$ cat src/rtl/instr_field_encoder_loader_pkg.sv
// Shared definitions for the RV32I field encoder/loader: opcode constants,
// loader FSM state encodings and the decoded-field bundle.
package instr_field_encoder_loader_pkg;

   localparam logic [6:0] OP_R     = 7'h33;
   localparam logic [6:0] OP_I     = 7'h13;
   localparam logic [6:0] OP_LOAD  = 7'h03;
   localparam logic [6:0] OP_JALR  = 7'h67;
   localparam logic [6:0] OP_S     = 7'h23;
   localparam logic [6:0] OP_SB    = 7'h63;
   localparam logic [6:0] OP_LUI   = 7'h37;
   localparam logic [6:0] OP_AUIPC = 7'h17;
   localparam logic [6:0] OP_JAL   = 7'h6F;

   typedef enum logic [2:0] {
      ST_IDLE,
      ST_ENCODE,
      ST_WRITE,
      ST_DONE,
      ST_FULL
   } state_t;

   typedef struct packed {
      logic [6:0]  opcode;
      logic [2:0]  funct3;
      logic [6:0]  funct7;
      logic [4:0]  rd;
      logic [4:0]  rs1;
      logic [4:0]  rs2;
      logic [31:0] imm;
      logic        last;
   } fields_t;

endpackage

$ cat src/rtl/instr_word_pack.sv
// Combinational RV32I packer: decoded fields in, 32-bit instruction word and
// an illegal-opcode flag out.
module instr_word_pack
   import instr_field_encoder_loader_pkg::*;
(
   input  fields_t     fld,
   output logic [31:0] word,
   output logic        illegal
);

   always_comb begin
      word    = '0;
      illegal = 1'b0;
      unique case (fld.opcode)
         OP_R:
            word = {fld.funct7, fld.rs2, fld.rs1, fld.funct3, fld.rd, fld.opcode};
         OP_I: begin
            // Shift-immediates carry funct7 above a 5-bit shift amount
            if (fld.funct3 == 3'b001 || fld.funct3 == 3'b101)
               word = {fld.funct7, fld.imm[4:0], fld.rs1, fld.funct3, fld.rd, fld.opcode};
            else
               word = {fld.imm[11:0], fld.rs1, fld.funct3, fld.rd, fld.opcode};
         end
         OP_LOAD, OP_JALR:
            word = {fld.imm[11:0], fld.rs1, fld.funct3, fld.rd, fld.opcode};
         OP_S:
            word = {fld.imm[11:5], fld.rs2, fld.rs1, fld.funct3, fld.imm[4:0], fld.opcode};
         OP_SB:
            word = {fld.imm[12], fld.imm[10:5], fld.rs2, fld.rs1, fld.funct3,
                    fld.imm[4:1], fld.imm[11], fld.opcode};
         OP_LUI, OP_AUIPC:
            word = {fld.imm[31:12], fld.rd, fld.opcode};
         OP_JAL:
            word = {fld.imm[20], fld.imm[10:1], fld.imm[11], fld.imm[19:12], fld.rd, fld.opcode};
         default:
            illegal = 1'b1;
      endcase
   end

endmodule

$ cat src/rtl/instr_field_encoder_loader.sv
// Accepts decoded RV32I field bundles, packs each into an instruction word and
// writes the words sequentially into IMEM (one word per three cycles).
module instr_field_encoder_loader
   import instr_field_encoder_loader_pkg::*;
#(
   parameter int ADDR_W = 8,
   parameter int DEPTH  = 256
) (
   input  logic              clk,
   input  logic              rst_n,
   input  logic              clear,
   input  logic              in_valid,
   output logic              in_ready,
   input  logic              in_last,
   input  logic [6:0]        opcode,
   input  logic [2:0]        funct3,
   input  logic [6:0]        funct7,
   input  logic [4:0]        rdAddr,
   input  logic [4:0]        rs1Addr,
   input  logic [4:0]        rs2Addr,
   input  logic [31:0]       imm,
   output logic              imem_we,
   output logic [ADDR_W-1:0] imem_addr,
   output logic [31:0]       imem_wdata,
   output logic [ADDR_W:0]   count,
   output logic              done,
   output logic              full,
   output logic              err_illegal
);

   localparam logic [ADDR_W:0]   LAST_CNT = (ADDR_W+1)'(DEPTH - 1);
   localparam logic [ADDR_W-1:0] TOP_ADDR = ADDR_W'(DEPTH - 1);

   state_t      state, state_nxt;
   fields_t     fld;
   logic [31:0] word;
   logic        illegal;
   logic        at_top;

   instr_word_pack u_pack (
      .fld     (fld),
      .word    (word),
      .illegal (illegal)
   );

   assign at_top   = (count == LAST_CNT);
   assign in_ready = (state == ST_IDLE);
   assign imem_we  = (state == ST_WRITE);

   always_comb begin
      state_nxt = state;
      unique case (state)
         ST_IDLE:   if (in_valid) state_nxt = ST_ENCODE;
         ST_ENCODE: state_nxt = illegal ? ST_IDLE : ST_WRITE;
         ST_WRITE: begin
            if (fld.last)    state_nxt = ST_DONE;
            else if (at_top) state_nxt = ST_FULL;
            else             state_nxt = ST_IDLE;
         end
         ST_DONE:   state_nxt = ST_DONE;
         ST_FULL:   state_nxt = ST_FULL;
         default:   state_nxt = ST_IDLE;
      endcase
   end

   always_ff @(posedge clk) begin
      if (!rst_n || clear) begin
         state       <= ST_IDLE;
         fld         <= '0;
         imem_addr   <= '0;
         imem_wdata  <= '0;
         count       <= '0;
         done        <= 1'b0;
         full        <= 1'b0;
         err_illegal <= 1'b0;
      end else begin
         state       <= state_nxt;
         err_illegal <= 1'b0;
         unique case (state)
            ST_IDLE:
               if (in_valid)
                  fld <= '{opcode, funct3, funct7, rdAddr, rs1Addr, rs2Addr, imm, in_last};
            ST_ENCODE: begin
               imem_wdata  <= word;
               err_illegal <= illegal;
            end
            ST_WRITE: begin
               count <= count + 1'b1;
               // Saturate at the last word so the address never wraps to 0
               if (imem_addr != TOP_ADDR) imem_addr <= imem_addr + 1'b1;
               done  <= fld.last;
               full  <= at_top;
            end
            default: ;
         endcase
      end
   end

endmodule

$ cat config.mk
export PLATFORM = sky130hd
export DESIGN_NAME = instr_field_encoder_loader
export DESIGN_NICKNAME = d
export VERILOG_FILES = /design/src/rtl/instr_field_encoder_loader_pkg.sv /design/src/rtl/instr_word_pack.sv /design/src/rtl/instr_field_encoder_loader.sv
export SDC_FILE = /design/constraint.sdc
export NUM_CORES = 1
export LEC_CHECK = 0
export ABC_CLOCK_PERIOD_IN_PS = 1650
export BUFFER_PORTS_ARGS = -buffer_cell sky130_fd_sc_hd__buf_2
export CAP_MARGIN = 0
export CELL_PAD_IN_SITES_DETAIL_PLACEMENT = 1
export CELL_PAD_IN_SITES_GLOBAL_PLACEMENT = 1
export CORE_AREA = 2 2 111 124
export CTS_BUF_LIST = sky130_fd_sc_hd__clkbuf_2 sky130_fd_sc_hd__clkbuf_4 sky130_fd_sc_hd__clkbuf_8
export CTS_CLUSTER_DIAMETER = 80
export CTS_CLUSTER_SIZE = 25
export DETAILED_ROUTE_END_ITERATION = 10
export DIE_AREA = 0 0 113 126
export PLACE_DENSITY_LB_ADDON = 0.1
export SLEW_MARGIN = 20
export SYNTH_ARGS = -nofsm -noshare
export SYNTH_HDL_FRONTEND = slang
export SYNTH_HIERARCHICAL = 1
export SYNTH_SLANG_ARGS = --single-unit
$ cat constraint.sdc
create_clock -name clk -period 1.65 [get_ports clk]
set_input_delay 0.2475 -clock clk [delete_from_list [all_inputs] [get_ports clk]]
set_output_delay 0.2475 -clock clk [all_outputs]
set_load 0.02 [all_outputs]
* Word level (Yosys, flattened, before mapping)
Cells that the tools add are included.
Widths: inputs -> output; s select.
** Operators by class
- Add/sub/neg operators :: 2
- Multipliers :: 0
- Divide/modulo/power cells :: 0
- $lt $le $gt $ge :: 0
- Equal/unequal tests :: 18
- Shift-type cells :: 0
- Multiplexer cells :: 8
- Bitwise logic cells :: 1
- Reduce and logical (&&, ||, !) cells :: 10
** Operators by type and width (count)
- $pmux 32 s7 :: 1
- $mux 32 :: 1
- $eq 7x6->1 const B :: 3
- $eq 7x7->1 const B :: 3
- $pmux 3 s5 :: 1
- $eq 7x5->1 const B :: 2
- $add 9x1->9 const B :: 1
- $eq 9x8->1 const B :: 1
- $mux 3 :: 3
- $reduce_or 9->1 :: 1
- $add 8x1->8 const B :: 1
- $ne 8x8->1 const B :: 1
- $eq 7x2->1 const B :: 1
- $eq 3x1->1 const B :: 2
- $eq 3x2->1 const B :: 2
- $eq 3x3->1 const B :: 2
- $reduce_or 2->1 :: 3
- $reduce_and 2->1 :: 2
- $logic_not 3->1 :: 1
- $logic_or 1x1->1 :: 2
- $mux 2 :: 1
- $ne 2x2->1 const B :: 1
- $logic_not 1->1 :: 1
- $mux 1 :: 1
- $not 1->1 :: 1
** Storage, ports and cells
- Flip-flop bits (word level) :: 120
- Latch bits :: 0
- Bits in writable memories :: 0
- Bits in read-only memories :: 0
- Input bits :: 69
- Output and inout port bits :: 54
- Memories :: 0

* Depth between registers and ports, before layout
- Depth after elaboration :: 4
- Depth in mapped cells :: 8
- Gate-level depth less buffers :: 7

* By module
Netlist, hierarchy kept.
** Modules (own cells, without submodules)
- instr_field_encoder_loader :: instances 1, cells an instance 544, area each 4375.4 µm², seq. area each 2402.3 µm²
- instr_word_pack :: instances 1, cells an instance 113, area each 734.5 µm², seq. area each 0.0 µm²

* Worst setup path after synthesis
No wires, ideal clock.
- Path type :: register to register
- From :: register count[0]
- To :: register state[2]
- Setup time :: 0.078 ns
- Arrival :: 1.417 ns
- Setup slack :: 0.155 ns
- Stages on the path, launching flop included :: 8
- Clock period less this slack :: 1.495 ns
- Path through :: dfxtp_1 ha_1 nand3_1 nor2_1 ha_1 nor4b_1 a21oi_1 nor3_1
** On the way
- Word-level cells in the longest chain between the ends :: 4
** Ends and longest elaborated chain
- from (decl) :: line instr_field_encoder_loader.sv:25 : output logic [ADDR_W:0] count,
- from (signal assigned) :: line instr_field_encoder_loader.sv:88 : count <= count + 1'b1;
- $eq 9x8->1 :: line instr_field_encoder_loader.sv:46 : assign at_top = (count == LAST_CNT);
- net at_top :: line instr_field_encoder_loader.sv:38 : logic at_top;
- $mux 3 :: line instr_field_encoder_loader.sv:57 : else if (at_top) state_nxt = ST_FULL;
- $mux 3 :: line instr_field_encoder_loader.sv:56 : if (fld.last) state_nxt = ST_DONE;
- $pmux 3 s5 :: line instr_field_encoder_loader.sv:52 : unique case (state)
- to (signal assigned) :: line instr_field_encoder_loader.sv:77 : state <= state_nxt;
- to (decl) :: line instr_field_encoder_loader.sv:34 : state_t state, state_nxt;
The timed path passes the listed nets, and every way through them passes these cells.
A chain may end at the register's enable or synchronous reset.

* Final worst setup path
- From :: register fld[61] (netlist name)
- To :: register imem_wdata[27]
** On the way
- Word-level cells in the longest chain between the ends :: 3
- Elaborated cells between the ends (all ways) :: 12
- Those cells by class :: eq/ne (9); mux (1); reduce/logical (2)
** Ends and longest elaborated chain
- $eq 7x6->1, or another cell as far along :: line instr_word_pack.sv:14 : unique case (fld.opcode)
- $reduce_or 2->1 (on tied branches)
- $pmux 32 s7 * :: line instr_word_pack.sv:14
- net word[27] :: line instr_field_encoder_loader.sv:36 : logic [31:0] word;
- to (signal assigned) :: line instr_field_encoder_loader.sv:84 : imem_wdata <= word;
- to (decl) :: line instr_field_encoder_loader.sv:24 : output logic [31:0] imem_wdata,
The timed path passes the listed nets; every way through them passes the cells marked *.

==> results.yml <==
run_status:
  status: "finished with violations"
  violations: "design-rule violations, negative setup slack"
global_route:
  grt_pass1_wl_mm: 25.9
  grt_pass1_vias: 5316
  grt_overflow: 0
  busiest_layer: "met2"
  grt_usage: 0.229
  globalRouteMet3Util: 0.0452
  grt_max_degree: 79
  grt_use_met1: 0.273
  use_met2: 0.411
  grt_antenna_before_repair: 0
synth:
  synth_ff_type: "dfxtp_1"
  synth_common_cells: "nand2_1 (223), dfxtp_1 (120), a21oi_1 (107)"
  syn_area_um2: 5110
  synth_top_area_share: 0.470
  postSynthAreaPerCell_um2: 7.78
  syn_nets: 729
  synth-edff-count: 0
  syn_inst: 657
  async_reset_ff_frac: 0
  synth-seq-cells: 120
  yosys-top-cells-area: "dfxtp_1 (47%), nand2_1 (16%), a21oi_1 (10%)"
  yosysWarnings: 6
  synth_most_common_cell: "nand2_1"
  yosys.area.top_type: "dfxtp_1"
  ys_seq_area_frac: 0.470
  synth_cell_types: 56
finish:
  drive_gt1_frac: 0.293
  num_antenna_cells: 0
  multiInputGateArea_um2: 2510
  final_net_count: 869
  design_area_um2: 6660
  final_core_util: 0.513
  area_growth_pct: 30.3
  fillers: 1641
  regArea_um2: 2410
sta:
  setup_tns_ns: -0.0146
  setup-violations-final: 2
  max_slew_margin: 0.766
  whs_ns: 0.0442
  final.setup.worst_slack_ns: -0.0142
  min_period_over_period: 1.01
  slew_violations: 0
  hold_viol: 0
  fin_crit_ns: 1.66
  rsz0062_at_grt: "yes"
  fin_skew_ns: 0.00975
  worst_pin_slew_ns: 0.351
  timing.fmax_ghz: 0.601
clock_tree:
  cts_sinks: 120
  clockBufferDepth: 2
  clock_latency_ns: 0.44
  cts_buffers: 17
  cts_max_level: 4
  clk_pin_slew_ns: 0.07
  cts_tree: "yes"
  clockRootBuffer: "clkbuf_8"
  postCtsHoldBufs: 0
floorplanning:
  dieArea_um2: 14200
  ios: 123
  fp-row-count: 44
  die_x_um: 113
  die_h_um: 126
  initial_core_util: 0.393
  core_area_um2: 13000
route:
  antenna_left: 0
  num_vias: 5038
  drc: 8
  first_pass_iters: 7
  drtIter0Drc: 263
  totalWireLength_mm: 15.6
  wl_per_cell_um: 16.1
  vias_per_cell: 5.19
place:
  globalplace.congestion: 0.837
  placed_area_um2: 6120
  hpwlAfterDp_mm: 11.1
  place_ws_ns: -0.0849
  portBuffers: 122
power_and_ir_drop:
  power-per-cell-area_nw_per_um2: 928
  leakagePower_uw: 0.00268
  ir_worst_vdd_mv: 0.559
critical_path:
  endpoint_kind: "register"
  arrival_ns: 2.03
  cp.required_ns: 2.02
  crit_fanout: 6
  cp-start-kind: "register"
  crit_type: "reg2reg"
flow_run:
  maxCapViolCount: 0
min_path:
  hp-class: "in2reg"
-- worst paths after layout --
check                      from              to  slack, ns  cells after the start
setup / recovery        fld[61]  imem_wdata[27]      -0.01                      7
hold reg to reg   imem_wdata[0]   imem_wdata[0]       0.45                      2
setup reg to reg        fld[61]  imem_wdata[27]      -0.01                      7
hold / removal          imm[15]         fld[16]       0.04                      3
-- registers in the layout, summed over array words and instances (netlist names) --
register and flops:
count 9, done 1, err_illegal 1, fld 65
full 1, imem_addr 8, imem_wdata 32, state 3
-- what timing repair did --
item,4_1_cts,5_1_grt
buffers inserted,2,2
setup endpoints to repair,17,30
pin swaps,1,7
gates resized for setup,14,17
-- worst max-delay path, cell delays in order (launching register included) --
cell and delay (ns):
dfxtp_4 0.36, buf_6 0.12, or3_4 0.33, nor4_4 0.26, nor3_4 0.10, o221ai_2 0.19
nand2_1 0.09, a21oi_2 0.14
-- cell families (layout without fill, tap and decap cells) --
| kind of cell | after synthesis | count (layout) | synth area share |
|---|---|---|---|
| AND/OR/NAND/NOR | 301 | 301 | 0.256 |
| multiplexers | 1 | 1 | 0.00220 |
| AO/OA/AOI/OAI | 161 | 161 | 0.193 |
| buffers and inverters | 62 | 215 | 0.0558 |
| flip-flops | 120 | 120 | 0.470 |
| adder cells (fa/ha/maj) | 3 | 3 | 0.00735 |
| XOR/XNOR | 9 | 9 | 0.0154 |
-- through the flow --
| step | power (uW) | instances |
|---|---|---|
| floorplan | 3260 | 657 |
| global placement | 3460 | 935 |
| detailed placement | 3480 | 935 |
| CTS | 6250 | 969 |
| global route | 6460 | 971 |
| finish | 6180 | 971 |
-- per-layer routing --
metal | part of all wire | vias to the layer above | wire length, um
li1 | - | 2492 | -
met1 | 0.44 | 2440 | 6810
met2 | 0.52 | 92 | 8070
met3 | 0.033 | 14 | 515
met4 | 0.012 | 0 | 194
met5 | 0 | - | 0
-- cell type report --
type | instances | area share
Clock buffer | 23 | 0.0438
Sequential cell | 120 | 0.362
Clock inverter | 9 | 0.0184
Inverter | 18 | 0.0109
Timing Repair Buffer | 165 | 0.157
Tap cell | 161 | 0.0302
Multi-Input combinational cell | 475 | 0.378
-- power by group --
group	internal (uW)	switching (uW)	total (uW)
clock network	1630	1140	2760
registers	2950	40.0	2990
logic	177	253	430
total	4750	1430	6180
-- cells in the final DEF, fill, tap and decap left out, drive strengths merged, types with 5 or more instances in the layout --
master	count
a21o	5
a21oi	108
a22o	17
buf	165
clkbuf	23
clkinv	6
dfxtp	120
inv	17
nand2	224
nand3	10
nand4	5
nor2	20
nor3	9
o21ai	8
o221ai	6
xnor2	5
(Power assumes the default switching activity.)
